<file path="src/rtl/alu_pkg.sv">
// Shared op codes, sequencer states and op classification for the bit-serial ALU.
package alu_pkg;

   localparam logic [2:0] OP_PASSB = 3'b000;
   localparam logic [2:0] OP_ADD   = 3'b010;
   localparam logic [2:0] OP_SUB   = 3'b011;
   localparam logic [2:0] OP_AND   = 3'b100;
   localparam logic [2:0] OP_OR    = 3'b101;
   localparam logic [2:0] OP_XOR   = 3'b110;

   typedef enum logic [1:0] {
      IDLE,
      RUN,
      DONE
   } state_t;

   function automatic logic op_is_arith(input logic [2:0] op);
      return (op == OP_ADD) || (op == OP_SUB);
   endfunction

endpackage

</file>
<file path="src/rtl/serial_alu_bit.sv">
// Combinational one-bit ALU slice: add/sub with carry, pass B and bitwise logic.
module serial_alu_bit
   import alu_pkg::*;
(
   input  logic       a,
   input  logic       b,
   input  logic       cin,
   input  logic [2:0] op,
   output logic       result,
   output logic       cout
);

   logic b_eff;

   always_comb begin
      // Subtraction is A + ~B + 1; the +1 arrives as the initial carry.
      b_eff  = (op == OP_SUB) ? ~b : b;
      result = 1'b0;
      cout   = 1'b0;
      case (op)
         OP_ADD, OP_SUB: begin
            result = a ^ b_eff ^ cin;
            cout   = (a & b_eff) | (a & cin) | (b_eff & cin);
         end
         OP_PASSB: result = b;
         OP_AND:   result = a & b;
         OP_OR:    result = a | b;
         OP_XOR:   result = a ^ b;
         default:  result = 1'b0;
      endcase
   end

endmodule

</file>
<file path="src/rtl/bit_serial_alu_seq.sv">
// Sequencer that evaluates a WIDTH-bit ALU op one bit per clock, LSB first,
// with valid/ready handshakes on both sides and registered result/flags.
module bit_serial_alu_seq
   import alu_pkg::*;
#(
   parameter int unsigned WIDTH = 64
) (
   input  logic             clk,
   input  logic             reset,
   input  logic             in_valid,
   output logic             in_ready,
   input  logic [WIDTH-1:0] a,
   input  logic [WIDTH-1:0] b,
   input  logic [2:0]       op,
   output logic             out_valid,
   input  logic             out_ready,
   output logic [WIDTH-1:0] result,
   output logic             negative,
   output logic             zero,
   output logic             overflow,
   output logic             carry_out
);

   localparam int unsigned   CW   = (WIDTH > 1) ? $clog2(WIDTH) : 1;
   localparam logic [CW-1:0] LAST = CW'(WIDTH - 1);

   state_t           state;
   state_t           state_next;
   logic             accept;
   logic [CW-1:0]    count;
   logic             carry;
   logic [WIDTH-1:0] a_sh;
   logic [WIDTH-1:0] b_sh;
   logic [2:0]       op_q;
   logic [WIDTH-1:0] res_sh;
   logic [WIDTH-1:0] res_next;
   logic             bit_res;
   logic             bit_cout;

   serial_alu_bit u_slice (
      .a      (a_sh[0]),
      .b      (b_sh[0]),
      .cin    (carry),
      .op     (op_q),
      .result (bit_res),
      .cout   (bit_cout)
   );

   always_ff @(posedge clk or posedge reset) begin
      if (reset) state <= IDLE;
      else       state <= state_next;
   end

   always_comb begin
      state_next = state;
      in_ready   = 1'b0;
      case (state)
         IDLE: begin
            in_ready = 1'b1;
            if (in_valid) state_next = RUN;
         end
         RUN: begin
            if (count == LAST) state_next = DONE;
         end
         DONE: begin
            if (out_ready) begin
               in_ready   = 1'b1;
               state_next = in_valid ? RUN : IDLE;
            end
         end
         default: state_next = IDLE;
      endcase
   end

   assign accept   = in_valid && in_ready;
   assign res_next = {bit_res, res_sh[WIDTH-1:1]};
   assign result   = res_sh;

   always_ff @(posedge clk or posedge reset) begin
      if (reset) begin
         count     <= '0;
         carry     <= 1'b0;
         a_sh      <= '0;
         b_sh      <= '0;
         op_q      <= OP_PASSB;
         res_sh    <= '0;
         out_valid <= 1'b0;
         negative  <= 1'b0;
         zero      <= 1'b0;
         overflow  <= 1'b0;
         carry_out <= 1'b0;
      end else if (accept) begin
         count     <= '0;
         carry     <= (op == OP_SUB);
         a_sh      <= a;
         b_sh      <= b;
         op_q      <= op;
         res_sh    <= '0;
         out_valid <= 1'b0;
         negative  <= 1'b0;
         zero      <= 1'b0;
         overflow  <= 1'b0;
         carry_out <= 1'b0;
      end else if (state == RUN) begin
         a_sh   <= a_sh >> 1;
         b_sh   <= b_sh >> 1;
         res_sh <= res_next;
         carry  <= bit_cout;
         count  <= count + 1'b1;
         if (count == LAST) begin
            out_valid <= 1'b1;
            negative  <= bit_res;
            zero      <= ~|res_next;
            // carry still holds the carry entering the MSB at this point
            overflow  <= op_is_arith(op_q) ? (carry ^ bit_cout) : 1'b0;
            carry_out <= op_is_arith(op_q) ? bit_cout : 1'b0;
         end
      end else if (state == DONE && out_ready) begin
         out_valid <= 1'b0;
      end
   end

endmodule
</file>
<file path="config.mk">
export PLATFORM = sky130hd
export DESIGN_NAME = bit_serial_alu_seq
export DESIGN_NICKNAME = d
export VERILOG_FILES = /design/src/rtl/alu_pkg.sv /design/src/rtl/serial_alu_bit.sv /design/src/rtl/bit_serial_alu_seq.sv
export SDC_FILE = /design/constraint.sdc
export NUM_CORES = 1
export LEC_CHECK = 0
export BUFFER_PORTS_ARGS = -buffer_cell sky130_fd_sc_hd__buf_2
export CAP_MARGIN = 10
export CORE_MARGIN = 4
export CORE_UTILIZATION = 40
export DETAILED_ROUTE_END_ITERATION = 8
export SYNTH_ARGS = -nofsm -noshare
export SYNTH_HDL_FRONTEND = slang
export SYNTH_SLANG_ARGS = --single-unit
</file>
<file path="constraint.sdc">
create_clock -name clk -period 9.13 [get_ports clk]
set_clock_uncertainty 0.2 [all_clocks]
set_input_delay 0.913 -clock clk [delete_from_list [all_inputs] [get_ports clk]]
set_output_delay 0.913 -clock clk [all_outputs]
set_load 0.02 [all_outputs]
</file>
==> results of run 1 <==
-- final cells by class --
cell class                      instances  area (um2)
Antenna cell                            1        2.50
Clock buffer                           39         738
Clock inverter                          6        43.8
Fill cell                            2108       11000
Inverter                                4        22.5
Multi-Input combinational cell        661        3310
Sequential cell                       209        5230
Tap cell                              280         350
Timing Repair Buffer                  212        1080
-- sequential cells by signal, indices dropped and copies added (netlist names) --
signal / cells
b_sh: 64
zero: 1
a_sh: 64
overflow: 1
carry: 1
negative: 1
result: 64
carry_out: 1
op_q: 3
out_valid: 1
count: 6
state: 2
-- stage by stage --
step	setup WS, ns	util	hold WS (ns)	cell area (um2)
6_report	5.71	0.494	0.272	10800
5_1_grt	5.32	0.494	0.286	10800
4_1_cts	5.62	0.494	0.277	10800
3_5_place_dp	5.65	0.458	0.263	10000
3_3_place_gp	5.64	0.458	0.257	10000
2_1_floorplan	2.31	-	0.245	8880
-- cell usage in the layout, fill, tap and decap left out, types with 2 or more instances in the layout --
cell and instances:
nand2b_1 2, nand3_1 2, clkbuf_1 8, inv_1 3, ha_1 3, xnor2_1 2
a21oi_1 68, nor2_1 9, buf_4 8, o21ai_0 6, dfrtp_1 209, a22oi_1 127
nor3b_1 2, clkbuf_16 25, nand2_1 388, nand4_1 8, a211oi_1 2, nor2b_1 2
buf_2 204, clkinv_2 3, clkbuf_8 6, inv_8 2, xor2_1 5, mux2_2 3
nor4_1 16, and3_1 3
-- worst min-delay path, cell delays in order, from the launching register on --
cell     delay, ns
dfrtp_1       0.34
nand2_1       0.05
nand2_1       0.05
-- path summary, 6_finish.rpt --
kind | start | to | cells after the start
worst min register to register | b_sh[11]$_DFFE_PP0P_ | b_sh[11]$_DFFE_PP0P_ | 2
worst max-delay path | state[0]$_DFFE_PP0P_ | b_sh[18]$_DFFE_PP0P_ | 6
max in group asynchronous | reset | count[2]$_DFFE_PP0P_ | 3
worst min-delay path | b_sh[11]$_DFFE_PP0P_ | b_sh[11]$_DFFE_PP0P_ | 2
worst max register to register | state[0]$_DFFE_PP0P_ | b_sh[18]$_DFFE_PP0P_ | 6
min in group asynchronous | reset | a_sh[15]$_DFFE_PP0P_ | 2
-- per-layer routing --
layer,up-vias,GRT usage
met5,-,0
met1,3461,0.258
li1,3555,-
met2,188,0.256
met4,10,0.0377
met3,43,0.0588
-- logic make-up after synthesis --
logic type	share of synthesized area
simple gates	0.198
buf+inv	0.0401
fa+ha+maj	0.00648
xor+xnor	0.00690
mux	0.00380
flops	0.589
compound gates	0.156
-- power groups by stage --
stage | logic (mW) | clock network (mW) | registers [mW]
after floorplan | 0.723 | 0 | 1.66
after global placement | 1.11 | 0 | 1.59
after detailed placement | 1.14 | 0 | 1.59
after CTS | 1.14 | 0.966 | 1.58
after global routing | 1.28 | 1.01 | 1.63
final | 1.12 | 0.937 | 1.58
==> summary.txt, run 1 <==
Run status
  – Outcome: finished, final reports clean

Layout
  – NumNets Final: 1252
  – Area Growth Syn to Fin: 21.4%
  – Non-filler cells in the finished layout: 1412
  – Layout cells sized above 1: 0.228

Timing
  – Pins Over Slew Limit: 0
  – Slew @ Worst Pin: 1.04 ns
  – RSZ-0062 raised after global routing: false
  – Max Clk Rate: 0.292 GHz
  – Final hold viol count: 0
  – Setup violators final: 0
  – Minimum clock period: ~3.4 ns
  – Final period util: 0.375
  – Rel. slew slack: 0.307
  – Setup tns final: 0 ns

Pwr
  – Flop pwr share: 0.434
  – Switching power: 1.34 mW
  – PD cells: 337 mW/mm2
  – Clock power frac: 0.258
  – Maximum VDD drop: about 160 uV
  – Total power draw: around 3.6 mW
  – Sw Share: 0.368
  – Comb pwr share: 0.308
  – Leak: around 5.5 nW
  – Internal: between 2 and 2.5 mW

Worst setup path
  – Critical Path Source Type: register
  – CP Capture Type: register
  – Crit path max-delay family: buffers and inverters
  – CP Class: reg -> reg
  – Critical Path Max Stage Delay: 0.97 ns
  – Slowest CP cell: o31a_2
  – Reg2reg setup slack: 5.71 ns
  – Worst path arrival time: 3.65 ns
  – Crit path max fanout: between 70 and 80
  – Worst endpoint required time: approximately 9.4 ns
  – CP bufs+invs: 2
  – Crit path cell chain: nand2b_2 > buf_4 > o31a_2 > buf_4 > nand2_1 > nand2_1

Routing
  – Via count: 7257
  – DRT Pass-1 Iters: 5
  – Initial DRC count: 520
  – Met3 Wirelength: between 1500 and 2000 um
  – Vias per Instance: around 5.1
  – Length of routed wiring on met1: just over 10000 um
  – Drt total wl: 22300 um
  – Routed length per instance: about 16 um
  – Max Used Layer: met5
  – Met2 wire length: 9750 um
  – DR DRC count: 0
  – Antenna-violating nets left: 0

Clock network
  – CTS Hold Bufs: 0
  – H-tree levels: 1
  – Post_cts resized: 0
  – TritonCTS clock tree: built
  – Worst-Skew Late Latency: between 0.5 and 0.6 ns
  – Clock Tree Buf Depth: 3
  – Postcts setup bufs: 0
  – CTS sink count: between 200 and 250
  – Num CTS Buffers: 25
  – Worst-path clk slew: ~0.060 ns
  – CTS root buffer: clkbuf_16

Floorplanning
  – Initial Util: 0.407
  – # IOs: around 210
  – Die X: roughly 160 um
  – Core area: ~0.022 mm2
  – Core Rows: between 50 and 60
  – Die ar.: around 0.025 mm2
  – Die Ht: 157 um

Synth
  – Syn Nets: between 1000 and 1500
  – Ys flop type: dfrtp_1
  – Post-synth top area share: 0.589
  – Syn_area_per_cell: approximately 9.4 um2
  – Synth top area cells: dfrtp_1 (59%), nand2_1 (16%), a22oi_1 (11%)
  – FFs w/ async S/R, synth: 1.00
  – Yosys warnings: 0
  – Area leader, netlist: dfrtp_1
  – Yosys reg bits: about 210
  – Sequential-to-total area share from yosys stat: 0.589
  – Post-synth EDFFs: 0
  – Distinct cells, synth: 35
  – Cell count after synthesis: 942
  – Synthesized cell area: 0.00888 mm2
  – Commonest cells post-synth: nand2_1 (388), dfrtp_1 (209), a22oi_1 (127)
  – Most numerous cell in the Yosys netlist: nand2_1

Place
  – DP Wirelength: 13900 um
  – GP Congestion: slightly below 0.8
  – Placed Instances: roughly 1400
  – Port bufs: 204

Global route
  – GRT overflow: 0
  – Number of global-route vias before repair: around 7000
  – Pin count of the biggest net entering global routing: between 100 and 150
  – GRT Total Usage: 0.176
  – First-pass GRT wire length: about 36000 um
  – Initial antenna violation count: 6

Hold path
  – Worst Hold Class: reg -> reg

Flow run
  – Max-Cap Viols: 0
Power figures use the tool's default switching activity.
==> inputs of run 2 (changes only) <==
==> constraint.sdc (replaced) <==
create_clock -name clk -period 2.8 [get_ports clk]
set_clock_uncertainty 0.2 [all_clocks]
set_input_delay 0.28 -clock clk [delete_from_list [all_inputs] [get_ports clk]]
set_output_delay 0.28 -clock clk [all_outputs]
set_load 0.02 [all_outputs]
==> summary.txt, run 2 (same netlist as run 1, synthesis figures left out) <==
Worst setup path
  – CP Capture Type: register (unchanged)
  – Worst endpoint required time: 3.04 ns (was 9.36 ns)
  – Reg2Reg Capture Point: zero$_DFFE_PP0P_ (was b_sh[18]$_DFFE_PP0P_)
  – Critical Path Source Type: register (unchanged)
  – Critical Path Max Stage Delay: 0.44 ns (was 0.97 ns)
  – CP Class: reg -> reg (unchanged)
  – Reg2reg setup slack: 0.59 ns (was 5.71 ns)
  – R2r startpoint: op_q[1]$_DFFE_PP0P_ (was state[0]$_DFFE_PP0P_)
  – Crit path cell chain: nor2b_1 > nand2_1 > xnor2_1 > fa_1 > a2bb2oi_1 > a31o_2 (was nand2b_2 > buf_4 > o31a_2 > buf_4 > nand2_1 > nand2_1)
  – Worst path arrival time: 2.45 ns (was 3.65 ns)
  – Crit path max fanout: 6 (was 75)
  – Worst R2R Path Depth: 6 (unchanged)
  – Slowest CP cell: fa_1 (was o31a_2)

Layout
  – Multi-input combinational cell area: 0.00331 mm2 (unchanged)
  – Inserted Diodes: 0 (was 1)
  – Layout cells sized above 1: 0.210 (was 0.228)
  – Area Growth Syn to Fin: 37.6% (was 21.4%)
  – Fill cell total of the finished layout: 1924 (was 2108)
  – Final core occ: 0.560 (was 0.494)
  – Storage cell area: 0.00523 mm2 (unchanged)
  – Most frequent cells in the layout: nand2_1 (388), dfrtp_1 (209), buf_2 (204) (unchanged)
  – Commonest non-fill, non-tap cell in the layout: nand2_1 (unchanged)
  – NumNets Final: 1391 (was 1252)

Timing
  – Setup violators final: 0 (unchanged)
  – Pins Over Slew Limit: 0 (unchanged)
  – Rel. slew slack: 0.516 (was 0.307)
  – RSZ-0062 raised after global routing: false (unchanged)
  – Minimum clock period: 2.21 ns (was 3.42 ns)
  – Final period util: 0.788 (was 0.375)
  – Setup ws final: 0.592 ns (was 5.71 ns)
  – Final hold viol count: 0 (unchanged)
  – Slew @ Worst Pin: 0.726 ns (was 1.04 ns)
  – Setup tns final: 0 ns (unchanged)
  – Max Clk Rate: 0.453 GHz (was 0.292 GHz)

Clock network
  – Worst-path clk slew: 0.06 ns (about the same)
  – CTS sink count: 209 (unchanged)
  – Num CTS Buffers: 24 (was 25)
  – Post_cts resized: 0 (unchanged)
  – TritonCTS clock tree: built (unchanged)
  – Worst-Skew Late Latency: 0.50 ns (was 0.51 ns)
  – CTS root buffer: clkbuf_16 (unchanged)
  – H-tree levels: 1 (unchanged)
  – Clock Tree Buf Depth: 3 (unchanged)

Pwr
  – Maximum VDD drop: 514 uV (was 158 uV)
  – Leak: 6.15 nW (was 5.54 nW)
  – PD cells: 988 mW/mm2 (was 337 mW/mm2)

Global route
  – Initial antenna violation count: 1 (was 6)
  – Pin count of the biggest net entering global routing: 118 (was 132)
  – First-pass GRT wire length: 40200 um (was 36200 um)
  – GRT overflow: 0 (unchanged)
  – GRT Total Usage: 0.194 (was 0.176)
  – Number of global-route vias before repair: 8004 (was 6972)

Routing
  – Via count: 7892 (was 7257)
  – Routed length per instance: 15.6 um (was 15.8 um)
  – Drt total wl: 24100 um (was 22300 um)
  – Vias per Instance: 5.09 (was 5.14)
  – Initial DRC count: 534 (was 520)
  – DR DRC count: 0 (unchanged)
  – DRT Pass-1 Iters: 5 (unchanged)
  – Antenna-violating nets left: 0 (unchanged)

Place
  – GP Congestion: 0.815 (was 0.771)
  – DP Wirelength: 14300 um (was 13900 um)
  – Port bufs: 204 (unchanged)
  – Post-Place Worst Slack: 0.600 ns (was 5.65 ns)

Floorplanning
  – Initial Util: 0.407 (unchanged)
  – Die X: 157 um (unchanged)
  – # IOs: 205 (unchanged)
  – Core Rows: 54 (unchanged)
  – Die ar.: 0.0247 mm2 (unchanged)
  – Core area: 0.0218 mm2 (unchanged)
  – Die Ht: 157 um (unchanged)

Flow run
  – Max-Cap Viols: 0 (unchanged)

Hold path
  – Worst Hold Class: in -> async (was reg -> reg)

Run status
  – Outcome: finished, final reports clean (unchanged)
[run 2: cell count changes in the layout (fill, tap and decap cells not counted), sizes merged]
cell / delta
clkinv: +4
clkinvlp: +1
clkbuf: -4
diode: -1
buf: +7
dlygate4sd3: +133
inv: -3
[run 2: what timing repair did]
item	4_1_cts	5_1_grt
hold buffers	133	0
buffers inserted	0	0
endpoints found under the setup margin	0	0
hold endpoints to repair	295	0
[run 2: worst max path at each step]
stage                                   start                      to  slack (ns)
final                     op_q[1]$_DFFE_PP0P_        zero$_DFFE_PP0P_        0.59
after global routing      op_q[1]$_DFFE_PP0P_    negative$_DFFE_PP0P_        0.39
after CTS                 op_q[1]$_DFFE_PP0P_        zero$_DFFE_PP0P_        0.59
after detailed placement  op_q[1]$_DFFE_PP0P_  result[63]$_DFFE_PP0P_        0.60
after global placement    op_q[1]$_DFFE_PP0P_  result[63]$_DFFE_PP0P_        0.65
after floorplan                         reset     a_sh[0]$_DFFE_PP0P_       -0.39
[run 2: metrics by stage]
| step | hold slack, ns | instances | area, um2 | power (mW) |
|---|---|---|---|---|
| 2_1_floorplan | 0.187 | 942 | 8890 | 7.76 |
| 3_3_place_gp | 0.0423 | 1373 | 10100 | 8.89 |
| 3_5_place_dp | 0.0429 | 1373 | 10100 | 8.99 |
| 4_1_cts | 0.0377 | 1549 | 12200 | 12.2 |
| 5_1_grt | 0.0653 | 1549 | 12200 | 13.0 |
| 6_report | 0.0566 | 1549 | 12200 | 12.1 |
[run 2: area by class of cell]
class                   count  area share
clock buffers              35      0.0592
clock inverters             8     0.00358
inverters                   4     0.00154
multi-input cells         661       0.271
flip-flops and latches    209       0.428
well taps                 280      0.0287
repair buffers            352       0.208
[run 2: where the power goes]
group	switching, mW	total (mW)	internal [mW]
clock network	1.23	3.01	1.79
registers	0.900	5.17	4.27
logic	2.29	3.89	1.60
[run 2: metal layers]
metal  global-route usage  wire (um)  vias up
li1                     -          -     3834
met1                0.275      10700     3820
met2                0.316      11400      201
met3               0.0396       1530       35
met4               0.0377        409        2
met5                    0         13        -
[run 2: critical path, delay by kind of cell, from the launching register on]
family          cells  cell delay (ns)
fa+ha+maj           1             0.44
compound gates      2             0.49
flops               1             0.41
xor+xnor            1             0.18
simple gates        2             0.43
